$ cat src/rtl/ahb_pkg.sv
// Shared AHB definitions for the arbiter slice and the schedulers built on it.
//   htrans_t / hsize_t : AHB transfer-type and transfer-size encodings
//   MAX_NM             : largest master count the round-robin helper handles
//   rr_next()          : next requester after 'cur' in round-robin order
package ahb_pkg;

  localparam int MAX_NM = 8;

  typedef enum logic [1:0] {
    HTRANS_IDLE   = 2'b00,
    HTRANS_BUSY   = 2'b01,
    HTRANS_NONSEQ = 2'b10,
    HTRANS_SEQ    = 2'b11
  } htrans_t;

  typedef enum logic [2:0] {
    HSIZE_BYTE  = 3'b000,
    HSIZE_HALF  = 3'b001,
    HSIZE_WORD  = 3'b010,
    HSIZE_DWORD = 3'b011,
    HSIZE_4W    = 3'b100,
    HSIZE_8W    = 3'b101,
    HSIZE_16W   = 3'b110,
    HSIZE_32W   = 3'b111
  } hsize_t;

  // Searches cur+1 .. cur+nm-1 (mod nm) and returns the first requester.
  // Returns cur when nobody else requests; the caller decides what that means.
  // The loop runs from the far end inward so the nearest requester wins last.
  function automatic logic [2:0] rr_next(input logic [MAX_NM-1:0] req,
                                         input logic [2:0] cur,
                                         input int nm);
    logic [2:0] pick;
    logic [2:0] idx;
    pick = cur;
    for (int k = MAX_NM - 1; k >= 1; k--) begin
      idx = 3'((int'(cur) + k) % nm);
      if (k < nm && req[idx]) pick = idx;
    end
    return pick;
  endfunction

endpackage

$ cat src/rtl/ahb_arbiter_if.sv
// Bus bundle between NM AHB masters, the arbiter/mux and one shared slave.
//   slave  modport : arbiter side (takes requests and master fields, drives
//                    grant/owner indices and the muxed slave-side signals)
//   master modport : environment side (masters and slave hready)
interface ahb_arbiter_if #(
  parameter int NM = 4,
  parameter int AW = 32,
  parameter int DW = 32
);
  localparam int MW = (NM > 1) ? $clog2(NM) : 1;

  logic [NM-1:0]    hbusreq;
  logic [NM-1:0]    hlock;
  logic [NM-1:0]    hgrant;
  logic [MW-1:0]    hmaster;
  logic [MW-1:0]    hmaster_d;
  logic [NM*AW-1:0] haddr_m;
  logic [NM*2-1:0]  htrans_m;
  logic [NM-1:0]    hwrite_m;
  logic [NM*3-1:0]  hsize_m;
  logic [NM*DW-1:0] hwdata_m;
  logic             hready_i;
  logic [AW-1:0]    haddr;
  logic [1:0]       htrans;
  logic             hwrite;
  logic [2:0]       hsize;
  logic [DW-1:0]    hwdata;
  logic             hsel;

  modport slave (
    input  hbusreq, hlock, haddr_m, htrans_m, hwrite_m, hsize_m, hwdata_m, hready_i,
    output hgrant, hmaster, hmaster_d, haddr, htrans, hwrite, hsize, hwdata, hsel
  );

  modport master (
    output hbusreq, hlock, haddr_m, htrans_m, hwrite_m, hsize_m, hwdata_m, hready_i,
    input  hgrant, hmaster, hmaster_d, haddr, htrans, hwrite, hsize, hwdata, hsel
  );
endinterface

$ cat src/rtl/ahb_rr_pick.sv
// Combinational round-robin pick over N requests.
//   req   : request vector
//   cur   : current owner; search starts at cur+1 and wraps, cur itself excluded
//   idx   : winning index (equals cur when found=0)
//   found : some master other than cur is requesting
module ahb_rr_pick
  import ahb_pkg::*;
#(
  parameter int N = 4,
  localparam int IW = (N > 1) ? $clog2(N) : 1
) (
  input  logic [N-1:0]  req,
  input  logic [IW-1:0] cur,
  output logic [IW-1:0] idx,
  output logic          found
);

  logic [N-1:0] others;

  assign others = req & ~(N'(1) << cur);
  assign found  = |others;
  assign idx    = IW'(rr_next(MAX_NM'(req), 3'(cur), N));

endmodule

$ cat src/rtl/ahb_arbiter.sv
// Round-robin AHB arbiter and address/write-data mux for one shared slave.
//   hclk, hreset_n : clock, synchronous active-low reset
//   bus (slave)    : requests/locks and per-master fields in; one-hot grant,
//                    address-phase owner (hmaster), data-phase owner
//                    (hmaster_d) and the muxed slave-side signals out
// A non-locked owner is forced to re-arbitrate after MAX_TENURE beats.
module ahb_arbiter
  import ahb_pkg::*;
#(
  parameter int NM         = 4,
  parameter int AW         = 32,
  parameter int DW         = 32,
  parameter int DEF_M      = 0,
  parameter int MAX_TENURE = 8
) (
  input  logic         hclk,
  input  logic         hreset_n,
  ahb_arbiter_if.slave bus
);

  localparam int MW = (NM > 1) ? $clog2(NM) : 1;
  localparam int TW = (MAX_TENURE > 2) ? $clog2(MAX_TENURE) : 1;
  localparam logic [TW-1:0] TEN_MAX = TW'(MAX_TENURE - 1);
  localparam logic [MW-1:0] DEF_IDX = MW'(DEF_M);

  // Grant index kept alongside the one-hot grant so no decode is needed.
  logic [NM-1:0] hgrant_q;
  logic [MW-1:0] g_q;
  logic [MW-1:0] m_q;
  logic [MW-1:0] d_q;
  logic [TW-1:0] tenure;

  logic [MW-1:0] pick_idx;
  logic          pick_found;
  logic [MW-1:0] g_nxt;
  logic          ten_clr;
  logic [1:0]    htrans_g;
  logic [1:0]    htrans_o;
  logic          switch_ok;
  logic          beat;

  ahb_rr_pick #(.N(NM)) u_pick (
    .req   (bus.hbusreq),
    .cur   (g_q),
    .idx   (pick_idx),
    .found (pick_found)
  );

  assign htrans_g = bus.htrans_m[int'(g_q)*2 +: 2];
  assign htrans_o = bus.htrans_m[int'(m_q)*2 +: 2];
  assign beat     = (htrans_o == HTRANS_NONSEQ) || (htrans_o == HTRANS_SEQ);

  // Never hand over mid-burst: the granted master must be idle or just starting.
  assign switch_ok = bus.hready_i && !bus.hlock[g_q] &&
                     ((htrans_g == HTRANS_IDLE) || (htrans_g == HTRANS_NONSEQ)) &&
                     (!bus.hbusreq[g_q] || (tenure == TEN_MAX));

  always_comb begin
    g_nxt   = g_q;
    ten_clr = 1'b0;
    if (switch_ok) begin
      if (pick_found)              g_nxt   = pick_idx;
      else if (bus.hbusreq[g_q])   ten_clr = 1'b1;   // sole requester re-earns a fresh tenure
      else                         g_nxt   = DEF_IDX;
    end
  end

  always_ff @(posedge hclk) begin
    if (!hreset_n) begin
      g_q      <= DEF_IDX;
      hgrant_q <= NM'(1) << DEF_IDX;
      m_q      <= DEF_IDX;
      d_q      <= DEF_IDX;
      tenure   <= '0;
    end else if (bus.hready_i) begin
      g_q      <= g_nxt;
      hgrant_q <= NM'(1) << g_nxt;
      m_q      <= g_q;
      d_q      <= m_q;
      if (g_nxt != g_q || ten_clr)
        tenure <= '0;
      else if (beat && tenure != TEN_MAX)
        tenure <= tenure + 1'b1;
    end
  end

  assign bus.hgrant    = hgrant_q;
  assign bus.hmaster   = m_q;
  assign bus.hmaster_d = d_q;
  assign bus.haddr     = bus.haddr_m[int'(m_q)*AW +: AW];
  assign bus.htrans    = htrans_o;
  assign bus.hwrite    = bus.hwrite_m[m_q];
  assign bus.hsize     = bus.hsize_m[int'(m_q)*3 +: 3];
  assign bus.hwdata    = bus.hwdata_m[int'(d_q)*DW +: DW];
  assign bus.hsel      = (htrans_o != HTRANS_IDLE);

  a_grant_onehot : assert property (@(posedge hclk) disable iff (!hreset_n) $onehot(hgrant_q));

endmodule

$ cat src/flat_wrapper.sv
// flat-port wrapper written by rule: the top's interface ports become plain ports
module ahb_arbiter_flat import ahb_pkg::*;
#(
  parameter int NM         = 4,
  parameter int AW         = 32,
  parameter int DW         = 32,
  parameter int DEF_M      = 0,
  parameter int MAX_TENURE = 8
)
  (hclk, hreset_n, bus_hbusreq, bus_hlock, bus_haddr_m, bus_htrans_m, bus_hwrite_m, bus_hsize_m, bus_hwdata_m, bus_hready_i, bus_hgrant, bus_hmaster, bus_hmaster_d, bus_haddr, bus_htrans, bus_hwrite, bus_hsize, bus_hwdata, bus_hsel);
  ahb_arbiter_if #(.NM(NM), .AW(AW), .DW(DW)) bus_i ();
  input  logic hclk;
  input  logic hreset_n;
  input wire logic [$bits(bus_i.hbusreq)-1:0] bus_hbusreq;
  input wire logic [$bits(bus_i.hlock)-1:0] bus_hlock;
  input wire logic [$bits(bus_i.haddr_m)-1:0] bus_haddr_m;
  input wire logic [$bits(bus_i.htrans_m)-1:0] bus_htrans_m;
  input wire logic [$bits(bus_i.hwrite_m)-1:0] bus_hwrite_m;
  input wire logic [$bits(bus_i.hsize_m)-1:0] bus_hsize_m;
  input wire logic [$bits(bus_i.hwdata_m)-1:0] bus_hwdata_m;
  input wire logic [$bits(bus_i.hready_i)-1:0] bus_hready_i;
  output wire logic [$bits(bus_i.hgrant)-1:0] bus_hgrant;
  output wire logic [$bits(bus_i.hmaster)-1:0] bus_hmaster;
  output wire logic [$bits(bus_i.hmaster_d)-1:0] bus_hmaster_d;
  output wire logic [$bits(bus_i.haddr)-1:0] bus_haddr;
  output wire logic [$bits(bus_i.htrans)-1:0] bus_htrans;
  output wire logic [$bits(bus_i.hwrite)-1:0] bus_hwrite;
  output wire logic [$bits(bus_i.hsize)-1:0] bus_hsize;
  output wire logic [$bits(bus_i.hwdata)-1:0] bus_hwdata;
  output wire logic [$bits(bus_i.hsel)-1:0] bus_hsel;
  assign bus_i.hbusreq = bus_hbusreq;
  assign bus_i.hlock = bus_hlock;
  assign bus_i.haddr_m = bus_haddr_m;
  assign bus_i.htrans_m = bus_htrans_m;
  assign bus_i.hwrite_m = bus_hwrite_m;
  assign bus_i.hsize_m = bus_hsize_m;
  assign bus_i.hwdata_m = bus_hwdata_m;
  assign bus_i.hready_i = bus_hready_i;
  assign bus_hgrant = bus_i.hgrant;
  assign bus_hmaster = bus_i.hmaster;
  assign bus_hmaster_d = bus_i.hmaster_d;
  assign bus_haddr = bus_i.haddr;
  assign bus_htrans = bus_i.htrans;
  assign bus_hwrite = bus_i.hwrite;
  assign bus_hsize = bus_i.hsize;
  assign bus_hwdata = bus_i.hwdata;
  assign bus_hsel = bus_i.hsel;
  ahb_arbiter #(.NM(NM), .AW(AW), .DW(DW), .DEF_M(DEF_M), .MAX_TENURE(MAX_TENURE)) u_core (.hclk(hclk), .hreset_n(hreset_n), .bus(bus_i));
endmodule
$ cat config.mk
export PLATFORM = sky130hd
export DESIGN_NAME = ahb_arbiter_flat
export DESIGN_NICKNAME = d
export VERILOG_FILES = /design/src/rtl/ahb_pkg.sv /design/src/rtl/ahb_arbiter_if.sv /design/src/rtl/ahb_rr_pick.sv /design/src/rtl/ahb_arbiter.sv /design/src/flat_wrapper.sv
export SDC_FILE = /design/constraint.sdc
export NUM_CORES = 1
export LEC_CHECK = 0
export ABC_AREA = 0
export ABC_CLOCK_PERIOD_IN_PS = 6000
export CORE_AREA = 2 2 144 146
export CTS_CLUSTER_DIAMETER = 80
export DETAILED_ROUTE_END_ITERATION = 16
export DIE_AREA = 0 0 146 148
export HOLD_SLACK_MARGIN = 0.1
export SLEW_MARGIN = 0
export SYNTH_ARGS = -nofsm -noshare
export SYNTH_HDL_FRONTEND = slang
export SYNTH_SLANG_ARGS = --single-unit
$ cat constraint.sdc
create_clock -name hclk -period 6 [get_ports hclk]
set_input_delay 0.9 -clock hclk [delete_from_list [all_inputs] [get_ports hclk]]
set_output_delay 0.9 -clock hclk [all_outputs]
set_load 0.005 [all_outputs]
# After elaboration in Yosys (flattened, before gate mapping)
# Cells that the tools add are included.
[word_totals]
regBits = 13
latch_bits = 0
mem_bits_rw = 0
mem_bits_ro = 0
elab_cells = 74
n_memories = 0
[classes]
addsub = 4
multipliers = 1
n_div = 0
magnitude_cmp = 5
n_eq_ne = 6
n_shift = 7
mux = 23
bitwise_logic = 5
n_reduce_logical = 18
[op_table]
columns = ["op", "n"]
rows = [
  ["indexed part select 128 x 8 -> 32 bit", 2],
  ["indexed part select 12 x 32 -> 3 bit", 1],
  ["indexed part select 8 x 4 -> 2 bit", 2],
  ["less-than comparator 3 x 4 -> 1 bit (second input constant)", 3],
  ["2-to-1 mux 2 bit", 6],
  ["binary-select mux 1 bit (select 3 bit)", 3],
  ["2-to-1 mux 1 bit", 9],
  ["left shift 1 x 2 -> 4 bit (first input constant)", 2],
  ["binary-select mux 1 bit (select 2 bit)", 3],
  ["== test 2 bit (second input constant)", 3],
  ["less-than comparator 2 x 3 -> 1 bit (second input constant)", 2],
  ["2-to-1 mux 3 bit", 2],
  ["OR reduction 2 bit", 3],
  ["adder 2 bit (second input constant)", 2],
  ["bitwise AND 4 bit", 1],
  ["logical AND 1 bit", 4],
  ["logical OR 1 bit", 4],
  ["multiplier 2 x 2 -> 4 bit (second input constant)", 1],
  ["NOT 4 bit", 1],
  ["nonzero test 2 bit", 2],
  ["OR reduction 4 bit", 1],
  ["adder 3 x 1 -> 3 bit (second input constant)", 1],
  ["bitwise AND 1 bit (first input constant)", 3],
  ["== test 3 bit (second input constant)", 1],
  ["6 further kinds", 7],
]

# Logic depth before layout (Yosys ltp)
# Gate-level depths: netlist (run 1).
[logic_depth]
ltp_word = 14
ltp_mapped = 9
ltp_nobuf = 8

# By module
# From an unflattened synthesis (run 1), not the netlist that was laid out.
[hier_totals]
hier_cells = 208
area_unflattened_um2 = 2725.1
[by_module_without_submodules]
columns = ["module", "n_inst", "cells_per_inst", "area_per_inst_um2"]
rows = [
  ["ahb_arbiter", 1, 170, 2461.1],
  ["ahb_rr_pick", 1, 38, 264.0],
]

# Worst setup path before layout (run 1)
# No wires, ideal clock.
[synth_path]
kind = "register -> output"
startpoint = "reg u_core.m_q[0], in the netlist u_core.bus.hmaster[0]"
endpoint = "out bus_haddr[23]"
arrival_ps = 1890
t_required_ps = 5100
setup_slack_ps = 3210
path_stages_with_launch = 5
n_path_buf = 3
cell_sequence = "dfxtp_1 -> clkbuf_1 -> buf_2 -> buf_1 -> mux4_2"
[synth_via]
elab_chain_cells = 1
[synth_lines]
columns = ["element", "line", "rtl"]
rows = [
  ["start: declaration", "ahb_arbiter.sv:29", "logic [MW-1:0] m_q;"],
  ["start signal: assignment", "ahb_arbiter.sv:78", "m_q <= g_q;"],
  ["indexed part select 128 x 8 -> 32 bit", "ahb_arbiter.sv:90", "assign bus.haddr = bus.haddr_m[int'(m_q)*AW +: AW];"],
  ["end: declaration", "flat_wrapper.sv:25", "output wire logic [$bits(bus_i.haddr)-1:0] bus_haddr;"],
]
# No other way between the ends.

# Final worst setup path (run 1)
[layout_path]
startpoint = "reg u_core.m_q[0], in the netlist u_core.bus.hmaster[0]"
endpoint = "out bus_haddr[2]"
# The elaborated chain is that of the path after synthesis.

==> results.cfg, run 1 <==
[synth]
synthTopCellsByCount = mux4_2 (71), dfxtp_1 (13), clkbuf_1 (10)
ys_dominant_reg_cell = dfxtp_1
synth_most_common_cell = mux4_2
synth_area_leaders = mux4_2 (63%), dfxtp_1 (10%), ha_1 (3.0%), mux2i_1 (2.4%), nor2b_1 (1.7%)
synth_edf_count = 0
synth.area.mux_share = 0.671
syn_inst = 186
avgSynthCellArea_um2 = 13.6
synth_xor_area_frac = 0.00346
synth_top_area_frac = 0.632
async_flop_share = 0
syn_nets = 483
ys_ff_latch = 13
synth-simple-area-share = 0.0905
yosys_warnings = 0
yosys.area_share.adder = 0.0297
synth_compound_area_frac = 0.0633
ys_seq_area_frac = 0.103
yosysTopAreaCell = mux4_2
synth_area_um2 = 2530
synth_cell_types = 35
synth_top_family_by_area = multiplexers

[placement]
placed_cell_area_um2 = 6500
hpwlAfterDp_um = 15400
port_buffers = 369
place_ws_ns = 2.54
place_congestion = 0.976

[timing]
max_clock_freq_ghz = 0.288
clock_skew_ns = 0.00727
relSlewSlack = 0.239
hold_slack_ns = 0.505
period_needed_ns = 3.47
setup_slack_ns = 2.53
setup_viol = 0
hold_viol = 0
fin_tns_setup_ns = 0
worst_pin_slew_ns = 1.14
rsz0062_at_grt = no
slew_viol_final = 0
finalCritPeriodShare = 0.579

[die]
ios = 370
design.die.area_um2 = 21600
fp.dieH_um = 148
fp-row-count = 52
start_util = 0.126
design.core.area_um2 = 20000
chipWidth_um = 146

[drt]
dr.pass1.iters = 4
via_per_inst = 4.21
drt_iter0_markers = 220
drc = 0
totalWireLength_um = 17400
vias = 3417
ant_nets = 0
wl_per_cell_um = 21.4

[power]
peakVddDrop_v = 0.0000871
power_mw = 0.597
p_per_area_nw_per_um2 = 90.7
power.leakage_nw = 2.19

[clock_tree]
clock_path_buffers = 2
clockRootBuffer = clkbuf_16
postCtsSetupRepairBufs = 0
cts_made_buffers = 3
cts_tree = done
postCtsHoldBufs = 0
clk_pin_slew_ns = 0.05
cts.htree.levels = 1
cts-resized-gates = 0
insertion_delay_ns = 0.24
clock-sinks = 13

[cells_and_area]
fill_cells = 2016
antennaDiodeCount = 0
drive_gt1_frac = 0.155
multiInputGateArea_um2 = 2170
seq_area_um2 = 264
area_growth_syn_to_layout_pct = 160
layout.nets = 839
final_cell_area_um2 = 6580

[critical_path]
startpoint_type = flip-flop
cp.arrival_ns = 2.57
cp-end-kind = primary output
path_buf_inv = 2
slowest_stage = dfxtp_2
path_cells = buf_4 > mux4_2 > clkdlybuf4s50_1
cp.required_ns = 5.10
path_class = flip-flop to primary output
critPathTopFamily = flip-flops
crit_fanout = 26
max_stage_delay_ns = 0.91

[global_route]
grt_usage = 0.150
overflow = 0
grt_start_max_net_pins = 42
antenna_found_initial = 3
grt_pass1_vias = 3731
grt_pass1_wl_um = 24600

[run_status]
status = complete, no violations

[run]
maxCapViolations = 0

[worst_hold_path]
min_path_type = flip-flop to flip-flop
-- metrics by stage --
| step | util | cells |
|---|---|---|
| global placement | 0.324 | 807 |
| finish | 0.328 | 811 |
| global route | 0.328 | 811 |
| detailed placement | 0.324 | 807 |
| floorplan | - | 186 |
| CTS | 0.328 | 811 |
-- state kept, by name, summed over array words and instances (netlist names) --
register and flops:
u_core.bus.hgrant 4, u_core.bus.hmaster_d 2, u_core.bus.hmaster 2, u_core.g_q 2, u_core.tenure 3
-- worst min-delay path, delay by kind of cell, from the launching register on --
kind | cells | cell delay (ns)
DFF | 1 | 0.32
AOI/OAI and AO/OA | 1 | 0.07
and+or+nand+nor | 1 | 0.06
-- final cells by class --
class	instances	share of cell area
clock buffers	4	0.0120
inverters	4	0.00228
multi-input cells	148	0.330
flip-flops and latches	13	0.0401
well taps	270	0.0513
repair buffers	372	0.565
-- path summary, 6_finish.rpt --
kind	startpoint	cells after the start	slack [ns]	to
worst min-delay path	u_core.tenure[1]	2	0.51	u_core.tenure[1]
worst min register to register	u_core.tenure[1]	2	0.51	u_core.tenure[1]
worst max register to register	u_core.g_q[0]	7	2.92	u_core.tenure[2]
worst max-delay path	u_core.bus.hmaster[0]	3	2.53	bus_haddr[2]
-- power breakdown --
group / internal, mW / leakage [nW] / total, mW / switching (mW)
combinational: 0.279 / 2.04 / 0.370 / 0.0911
sequential: 0.0903 / 0.107 / 0.101 / 0.0112
clock: 0.0896 / 0.0382 / 0.125 / 0.0356
-- per-layer routing --
| metal | track usage | routed length (um) | vias up |
|---|---|---|---|
| li1 | - | - | 1527 |
| met1 | 0.188 | 6740 | 1683 |
| met4 | 0.0204 | 199 | 4 |
| met2 | 0.260 | 8850 | 185 |
| met5 | 0 | 22 | - |
| met3 | 0.0451 | 1560 | 18 |
-- cells in the final DEF, fill, tap and decap left out, drive strengths merged, types with 2 or more instances in the layout --
cell type / netlist / final
a32o: 3 / 3
ha: 6 / 6
inv: 4 / 4
clkbuf: 10 / 4
a22oi: 2 / 2
a211o: 2 / 2
clkdlybuf4s50: 0 / 369
nor2: 7 / 7
mux2i: 6 / 6
a21oi: 4 / 4
nor3: 4 / 4
o311ai: 2 / 2
nand3: 2 / 2
nand2: 4 / 4
o21ai: 5 / 5
nand2b: 5 / 5
dfxtp: 13 / 13
nor2b: 8 / 8
mux4: 72 / 72
or2: 2 / 2
buf: 11 / 3
and2: 3 / 3
-- cells by family (layout without fill, tap and decap cells) --
family          after synthesis  count (layout)
mux                          79              79
simple gates                 40              40
buf+inv                      25             380
compound gates               22              22
flops                        13              13
fa+ha+maj                     6               6
xor+xnor                      1               1
Power figures use the tool's default switching activity.
==> run 2, diff against run 1 <==
Settings changed: ABC_CLOCK_PERIOD_IN_PS 6000 to 3600, CORE_AREA 2 2 144 146 to 2 2 146 148, DIE_AREA 0 0 146 148 to 0 0 148 150.
Clock period 6 ns to 3.6 ns, I/O delays scaled along.
==> results.cfg, run 2 (same netlist as run 1, synthesis figures left out) <==
[power]
power_mw = 0.993
switching_share = 0.231
power.switching_mw = 0.230
pwr-share-comb = 0.616
p_clk_frac = 0.216
p_int_mw = 0.764
power.leakage_nw = 2.21
p_per_area_nw_per_um2 = 150
peakVddDrop_v = 0.000102
p_seq_frac = 0.168

[global_route]
grt_pass1_wl_um = 23100
antenna_found_initial = 5
grt_start_max_net_pins = 34
overflow = 0
grt_pass1_vias = 3592
grt_usage = 0.137

[timing]
fin_tns_setup_ns = 0
worst_pin_slew_ns = 0.698
period_needed_ns = 2.84
relSlewSlack = 0.535
finalCritPeriodShare = 0.789
rsz0062_at_grt = no
hold_viol = 0
max_clock_freq_ghz = 0.352
hold_slack_ns = 0.491
clock_skew_ns = 0.00258
setup_viol = 0
slew_viol_final = 0

[critical_path]
cp.arrival_ns = 2.95
cp-end-kind = flip-flop
cp.required_ns = 3.71
path_class = flip-flop to flip-flop
startpoint_type = flip-flop
crit_fanout = 17

[cells_and_area]
final_util = 0.321
largest_reg_flops = 4
layout_common_cells = clkdlybuf4s50_1 (369), mux4_2 (71), dfxtp_1 (10), nor2_1 (7), nor2b_1 (7)
layout.nets = 842
seq_area_um2 = 267
fill_cells = 2085
multiInputGateArea_um2 = 2170
drive_gt1_frac = 0.162
mostFrequentLayoutCell = clkdlybuf4s50_1
area_growth_syn_to_layout_pct = 162
final_cells = 821

[clock_tree]
cts-resized-gates = 0
clockRootBuffer = clkbuf_16
clock_path_buffers = 2
clk_pin_slew_ns = 0.05
postCtsHoldBufs = 0
postCtsSetupRepairBufs = 0
cts_made_buffers = 3
clock-sinks = 13
insertion_delay_ns = 0.24
cts.htree.levels = 1
cts_tree = done

[die]
chipWidth_um = 148
start_util = 0.122
ios = 370
fp-row-count = 53
fp.dieH_um = 150
design.die.area_um2 = 22200
design.core.area_um2 = 20700

[drt]
via_per_inst = 4.13
vias = 3390
drc = 0
wl_per_cell_um = 20.3
dr.pass1.iters = 4
totalWireLength_um = 16600
drt_iter0_markers = 155
ant_nets = 0

[placement]
place_congestion = 0.867
place_inst = 815
hpwlAfterDp_um = 14700
port_buffers = 369

[run]
maxCapViolations = 0

[worst_hold_path]
min_path_type = flip-flop to flip-flop

[run_status]
status = complete, no violations
## run 2: worst max-delay path: stages (launching register included)
cell and delay (ns):
dfxtp_1 0.74, inv_1 0.18, ha_1 0.25, o2111ai_1 0.41
nor3b_1 0.36, nor3_1 0.09, o311ai_0 0.50, o21ai_0 0.17
## run 2: worst paths after layout
kind	start	endpoint	slack [ns]	depth (start not counted)
max	u_core.g_q[0]	u_core.tenure[1]	0.76	7
min	u_core.tenure[1]	u_core.tenure[1]	0.49	2
max reg2reg	u_core.g_q[0]	u_core.tenure[1]	0.76	7
min reg2reg	u_core.tenure[1]	u_core.tenure[1]	0.49	2
## run 2: metal layers
layer	vias up	part of all wire	track usage
met1	1649	0.38	0.166
met3	16	0.094	0.0479
met2	183	0.51	0.238
li1	1536	-	-
met4	6	0.0081	0.0214
met5	-	0.0022	0
## run 2: through the flow
stage	setup slack, ns	area, um2
after floorplan	1.17	2530
after global placement	0.647	6550
after detailed placement	0.605	6550
after CTS	0.728	6630
after global routing	0.503	6630
final	0.761	6630
## run 2: final cells by class
type	count	area share
clock buffers	3	0.0113
flip-flops and latches	13	0.0402
multi-input cells	148	0.327
inverters	4	0.00226
repair buffers	375	0.566
well taps	275	0.0519
clock inverters	1	0.000755
diodes	2	0.000755
## run 2: power by group through the flow
stage                     combinational (mW)  sequential (mW)  clock, mW
after global placement                 0.605            0.169          0
final                                  0.612            0.166      0.215
after detailed placement               0.614            0.170          0
after global routing                   0.647            0.169      0.227
after floorplan                        0.160            0.158          0
after CTS                              0.618            0.167      0.220
